`src/rtl/motor_emf_pkg.sv`:
```
// Shared constants and FSM state type for the motor back-EMF estimator and its inverse.
// All electrical quantities are unsigned fixed point with FRAC_BITS fractional bits.
package motor_emf_pkg;

  localparam int FRAC_BITS    = 8;
  localparam int RESIST       = 2030;
  localparam int CUR2VOL      = 640;
  localparam int BOARD_GAIN   = 9779;
  localparam int DIVISOR      = CUR2VOL * BOARD_GAIN;
  localparam int DIVISOR_BITS = 23;
  localparam int DIV_BITS     = 41;
  localparam int DIV_SHIFT    = 3 * FRAC_BITS - 1;
  localparam int CMD_BITS     = 16;

  typedef enum logic [1:0] {
    ST_IDLE,
    ST_CALC,
    ST_DIV,
    ST_DONE
  } emf_state_e;

endpackage

```
`src/rtl/seq_udiv.sv`:
```
// Sequential restoring divider: one quotient bit per clock, MSB first.
// quotient/remainder present the result of the step in progress, so they are final while done=1.
module seq_udiv #(
  parameter int DW = 41,
  parameter int VW = 23
) (
  input  logic          clk,
  input  logic          reset,
  input  logic          start,
  input  logic [DW-1:0] dividend,
  input  logic [VW-1:0] divisor,
  output logic          done,
  output logic [DW-1:0] quotient,
  output logic [VW-1:0] remainder
);

  localparam int CW = $clog2(DW + 1);

  logic [CW-1:0] count;
  logic [DW-1:0] quo_q;
  logic [VW-1:0] rem_q;
  logic [VW:0]   partial;
  logic          fits;

  always_comb begin
    partial   = {rem_q, quo_q[DW-1]};
    fits      = (partial >= {1'b0, divisor});
    quotient  = {quo_q[DW-2:0], fits};
    remainder = fits ? VW'(partial - {1'b0, divisor}) : partial[VW-1:0];
  end

  assign done = (count == CW'(1));

  always_ff @(posedge clk) begin
    if (reset) begin
      count <= '0;
      quo_q <= '0;
      rem_q <= '0;
    end else if (start) begin
      count <= CW'(DW);
      quo_q <= dividend;
      rem_q <= '0;
    end else if (count != '0) begin
      count <= count - CW'(1);
      quo_q <= quotient;
      rem_q <= remainder;
    end
  end

endmodule

```
`src/rtl/motor_emf_to_cmd.sv`:
```
// Converts a desired back-EMF plus measured current into the DAC current command:
// cmd = (emf + cur_fb*R) * 2^23 / (CUR2VOL*BOARD_GAIN), saturated to 16 bits.
module motor_emf_to_cmd
  import motor_emf_pkg::*;
(
  input  logic                clk,
  input  logic                reset,
  input  logic                val_ready,
  input  logic [16:0]         emf_in,
  input  logic [15:0]         cur_fb,
  output logic                busy,
  output logic                cmd_ready,
  output logic [CMD_BITS-1:0] cmd_out,
  output logic                cmd_sat,
  output logic                cmd_err
);

  localparam logic [DIVISOR_BITS-1:0] DIVISOR_W = DIVISOR_BITS'(DIVISOR);

  emf_state_e state, state_next;

  logic                    val_last;
  logic                    start_edge;
  logic [16:0]             emf_lat;
  logic [15:0]             cur_lat;
  logic [15:0]             vol_res;
  logic [16:0]             sum;
  logic [DIV_BITS-1:0]     dividend;
  logic                    div_start;
  logic                    div_done;
  logic [DIV_BITS-1:0]     div_quo;
  logic [DIVISOR_BITS-1:0] div_rem;
  logic                    div_unused;

  assign start_edge = val_ready & ~val_last & (state == ST_IDLE);

  // The I*R drop is 8.24 after the multiply; dropping 16 bits leaves 8.8 volts.
  always_comb begin
    vol_res  = 16'((32'(cur_lat) * 32'(RESIST)) >> (2 * FRAC_BITS));
    sum      = {1'b0, emf_lat[15:0]} + {1'b0, vol_res};
    dividend = {1'b0, sum, {DIV_SHIFT{1'b0}}};
  end

  seq_udiv #(
    .DW(DIV_BITS),
    .VW(DIVISOR_BITS)
  ) u_div (
    .clk      (clk),
    .reset    (reset),
    .start    (div_start),
    .dividend (dividend),
    .divisor  (DIVISOR_W),
    .done     (div_done),
    .quotient (div_quo),
    .remainder(div_rem)
  );

  assign div_unused = ^div_rem;

  always_ff @(posedge clk) begin
    if (reset) state <= ST_IDLE;
    else       state <= state_next;
  end

  always_comb begin
    state_next = state;
    div_start  = 1'b0;
    case (state)
      ST_IDLE: if (start_edge) state_next = ST_CALC;
      ST_CALC: begin
        if (emf_lat[16]) begin
          state_next = ST_DONE;
        end else begin
          div_start  = 1'b1;
          state_next = ST_DIV;
        end
      end
      ST_DIV:  if (div_done) state_next = ST_DONE;
      ST_DONE: state_next = ST_IDLE;
      default: state_next = ST_IDLE;
    endcase
  end

  // History keeps following val_ready through reset, so a level held across reset is not an edge.
  always_ff @(posedge clk) begin
    val_last <= val_ready;
  end

  always_ff @(posedge clk) begin
    if (reset) begin
      emf_lat <= '0;
      cur_lat <= '0;
      cmd_out <= '0;
      cmd_sat <= 1'b0;
      cmd_err <= 1'b0;
    end else begin
      if (start_edge) begin
        emf_lat <= emf_in;
        cur_lat <= cur_fb;
      end
      if (state == ST_CALC && emf_lat[16]) begin
        cmd_out <= '0;
        cmd_sat <= 1'b0;
        cmd_err <= 1'b1;
      end else if (state == ST_DIV && div_done) begin
        cmd_err <= 1'b0;
        if (|div_quo[DIV_BITS-1:CMD_BITS]) begin
          cmd_out <= '1;
          cmd_sat <= 1'b1;
        end else begin
          cmd_out <= div_quo[CMD_BITS-1:0];
          cmd_sat <= 1'b0;
        end
      end
    end
  end

  assign busy      = (state != ST_IDLE);
  assign cmd_ready = (state == ST_DONE);

endmodule
```
`config.mk`:
```
export PLATFORM = sky130hd
export DESIGN_NAME = motor_emf_to_cmd
export DESIGN_NICKNAME = d
export VERILOG_FILES = /design/src/rtl/motor_emf_pkg.sv /design/src/rtl/seq_udiv.sv /design/src/rtl/motor_emf_to_cmd.sv
export SDC_FILE = /design/constraint.sdc
export NUM_CORES = 1
export LEC_CHECK = 0
export CAP_MARGIN = 20
export CORE_UTILIZATION = 30
export DETAILED_ROUTE_END_ITERATION = 16
export PLACE_DENSITY = 0.47
export SLEW_MARGIN = 20
export SYNTH_ARGS = -nofsm -noshare
export SYNTH_HDL_FRONTEND = slang
export SYNTH_SLANG_ARGS = --single-unit
```
`constraint.sdc`:
```
create_clock -name clk -period 5.75 [get_ports clk]
set_input_delay 0.575 -clock clk [delete_from_list [all_inputs] [get_ports clk]]
set_output_delay 0.575 -clock clk [all_outputs]
set_load 0.01 [all_outputs]
```
==> results of run 1 <==
## cells by family after synthesis
group,after synthesis,synth area share
mux,7,0.00765
flops,124,0.271
buf+inv,203,0.0860
compound gates,211,0.149
simple gates,307,0.148
xor+xnor,38,0.0363
fa+ha+maj,173,0.302
## Yosys cell counts (3+ instances only)
cell      number
a211oi_1      21
a21o_1         9
a21oi_1       97
a311oi_1       6
a31oi_1        8
and2_1         6
and3_1        12
and4_1         3
buf_2          8
clkbuf_1      30
dfxtp_1      124
fa_1          80
ha_1          93
inv_1        161
mux2i_1        7
nand2_1      186
nand2b_1       5
nand3_1        8
nand4_1        7
nor2_1        41
nor2b_1        5
nor3_1        16
nor4_1         6
o211ai_1       3
o21a_1         5
o21ai_0       21
o21ai_1        3
o221a_2       16
or3_1          3
xnor2_1       20
xor2_1        18
## state kept, by name, indices dropped and copies added (netlist names)
name / flops
cmd_out: 16
state: 2
u_div.rem_q: 23
cmd_sat: 1
cur_lat: 16
u_div.count: 6
emf_lat: 17
cmd_err: 1
val_last: 1
u_div.quo_q: 41
## metal layers
metal / vias to the layer above / GRT usage / routed length (um)
met5: - / 0 / 0
met4: 0 / 0.0424 / 235
met3: 17 / 0.0264 / 539
met2: 77 / 0.233 / 10200
met1: 3502 / 0.212 / 11300
li1: 3794 / - / -
## power groups by stage
stage,sequential [mW],combinational [mW],clock [mW]
after floorplan,1.16,2.09,0
after global placement,1.20,2.97,0
after detailed placement,1.20,2.96,0
after CTS,1.18,3.11,1.22
after global routing,1.21,3.68,1.25
final,1.18,3.24,1.18
## tightest hold or removal path: stages (launching register included)
cell,delay (ns)
dfxtp_1,0.30
nand2_1,0.05
a21oi_1,0.05
## final cells by class
cell class | instances | area share
repair buffers | 163 | 0.115
multi-input cells | 736 | 0.527
clock inverters | 12 | 0.0156
flip-flops and latches | 124 | 0.212
well taps | 390 | 0.0412
inverters | 161 | 0.0514
clock buffers | 20 | 0.0377
## worst max-delay path by stage
| stage | to | startpoint | depth (start not counted) |
|---|---|---|---|
| global placement | u_div.quo_q[38] | cur_lat[5] | 23 |
| global route | u_div.quo_q[38] | cur_lat[4] | 25 |
| floorplan | u_div.quo_q[38] | cur_lat[4] | 25 |
| detailed placement | u_div.quo_q[36] | cur_lat[5] | 23 |
| CTS | u_div.quo_q[36] | cur_lat[6] | 25 |
| finish | u_div.quo_q[38] | cur_lat[6] | 25 |
## stage by stage
| step | cell area [um2] | util | power [mW] | setup slack, ns |
|---|---|---|---|---|
| after floorplan | 9290 | - | 3.25 | 0.000791 |
| after global routing | 11900 | 0.398 | 6.14 | -0.630 |
| after global placement | 10900 | 0.365 | 4.17 | -0.485 |
| final | 11900 | 0.398 | 5.60 | -0.359 |
| after detailed placement | 10900 | 0.365 | 4.16 | -0.490 |
| after CTS | 11700 | 0.392 | 5.51 | -0.391 |
## repair_timing
item / CTS / global route
endpoints found under the setup margin: 13 / 15
cloned: 0 / 0
buffers inserted: 9 / 6
pin swaps: 44 / 37
resized for setup: 40 / 39
==> out/qor.txt, run 1 <==
Reg2Reg Depth -> 25
Yosys top cell by area -> dfxtp_1
CTS Buf Count -> 17
DR DRC count -> 0
clk_skew -> 0.00790 ns
terminus of the critical flop-to-flop path -> u_div.quo_q[38]
fraction of registers with async set/reset -> 0
Hold Path Origin -> u_div.rem_q[4]
total gr overflow -> 0
fmax -> 0.164 GHz
Layout Nets -> 1,412
Slew headroom -> 0.432
commonest cells after routing, fill and taps aside -> nand2_1 (183), inv_1 (142), dfxtp_1 (113), buf_4 (105), a21oi_1 (90)
Initial Util -> 0.307
hold path depth -> 2
Gate Count Post-Synth -> 1,063
starting DRC count in detailed routing -> 340
Clock Tree Buf Depth -> 2
Seq pwr share -> 0.211
period utilisation layout -> 1.06
Via density -> 4.60
WL final -> 22,300 um
actual slew at the worst max-slew pin -> 0.852 ns
Slew Limit Fails -> 0
GR Util All Layers -> 0.150
CP delay by family, top -> adder cells
EDFF count, synth -> 0
CP Buf/Inv Count -> 4
port buffer count -> 55
Clk pwr share -> 0.211
core area -> 29,800 um2
maximum vdd drop -> 0.000289 V
number of diodes -> 0
DP HPWL -> 16,500 um
site row count -> 63
Synth area leaders -> dfxtp_1 (27%), fa_1 (17%), ha_1 (13%)
Detail Route Antenna Nets -> 0
critical path's largest stage delay -> 0.59 ns
via count -> 7,390
crit path kind -> reg -> reg
hold buffer count at cts -> 0
TNS Setup -> -2.81 ns
Sw Share -> 0.418
Gate power share -> 0.578
Hold Slack -> 0.453 ns
H-tree level count -> 4
layout cells sized above 1 -> 0.209
Fin. Hold Viols -> 0
Worst setup EP type -> flop
critical path's slowest cell -> fa_1
leakage power -> 5.26 nW
RSZ-0062 raised after global routing -> true
largest net degree at the start of global routing -> 59
sequential-to-total area share from yosys stat -> 0.271
Mapped Nets -> 1,272
mean post-synth cell area -> 8.61 um2
area of the multi-input gates -> 6240 um2
dpl cells -> 1,561
IO Pins -> 56
vias in the first global route -> 7,165
first-pass detailed-route iteration total -> 5
max cap viols -> 0
Most Frequent Cell on Critical Path -> fa_1
RR Startpoint -> cur_lat[6]
top-area cell type share of the netlist area -> 0.271
Worst setup SP type -> flop
Top FF cell, synth -> dfxtp_1
final non-filler cell total -> 1,606
crit-path max FO -> 5
failing checks -> setup timing
Filler Cell Count -> 3,028
hold endpoint -> u_div.rem_q[5]
CP arrival -> 6.38 ns
Area Growth Syn to Fin -> 29.5%
Worst EP required -> 6.02 ns
post-synthesis cell type count -> 57
post-synthesis register bit count -> 124
R2R setup slack -> -0.36 ns
clock sinks -> 124
PD cells -> 472 nW/um2
antenna violations before repair -> 0
min cycle time layout -> 6.11 ns
Root Driver -> clkbuf_16
P_int -> 3.26 mW
CTS tree -> done
Worst-path clk slew -> 0.06 ns
Clock Latency Late Sink -> 0.42 ns
Warnings, synthesis -> 0
Netlist Area Pre-Place -> 9160 um2
min setup slack post-route -> -0.359 ns
die boundary width -> 177 um
Die Y -> 177 um
P_sw -> 2.34 mW
die area -> 31,200 um2
sequential standard cell area -> 2510 um2
most common cell after layout, fill and taps aside -> nand2_1
WL/cell -> 13.9 um
outcome -> finished, violations left
routability cong. -> 0.801
Hold Crit Class -> reg -> reg
Setup Viol. Count Final -> 11
first-pass GRT wire length -> 37,200 um
Power figures use the tool's default switching activity.
==> run 2: changes to the inputs <==
--- a/config.mk
+++ b/config.mk
@@ -9,6 +9,7 @@
 export CORE_UTILIZATION = 30
 export DETAILED_ROUTE_END_ITERATION = 16
 export PLACE_DENSITY = 0.47
+export SKIP_LAST_GASP = 1
 export SLEW_MARGIN = 20
 export SYNTH_ARGS = -nofsm -noshare
 export SYNTH_HDL_FRONTEND = slang
==> results of run 2 <==
Final layout, timing and power as in run 1 (identical DEF).
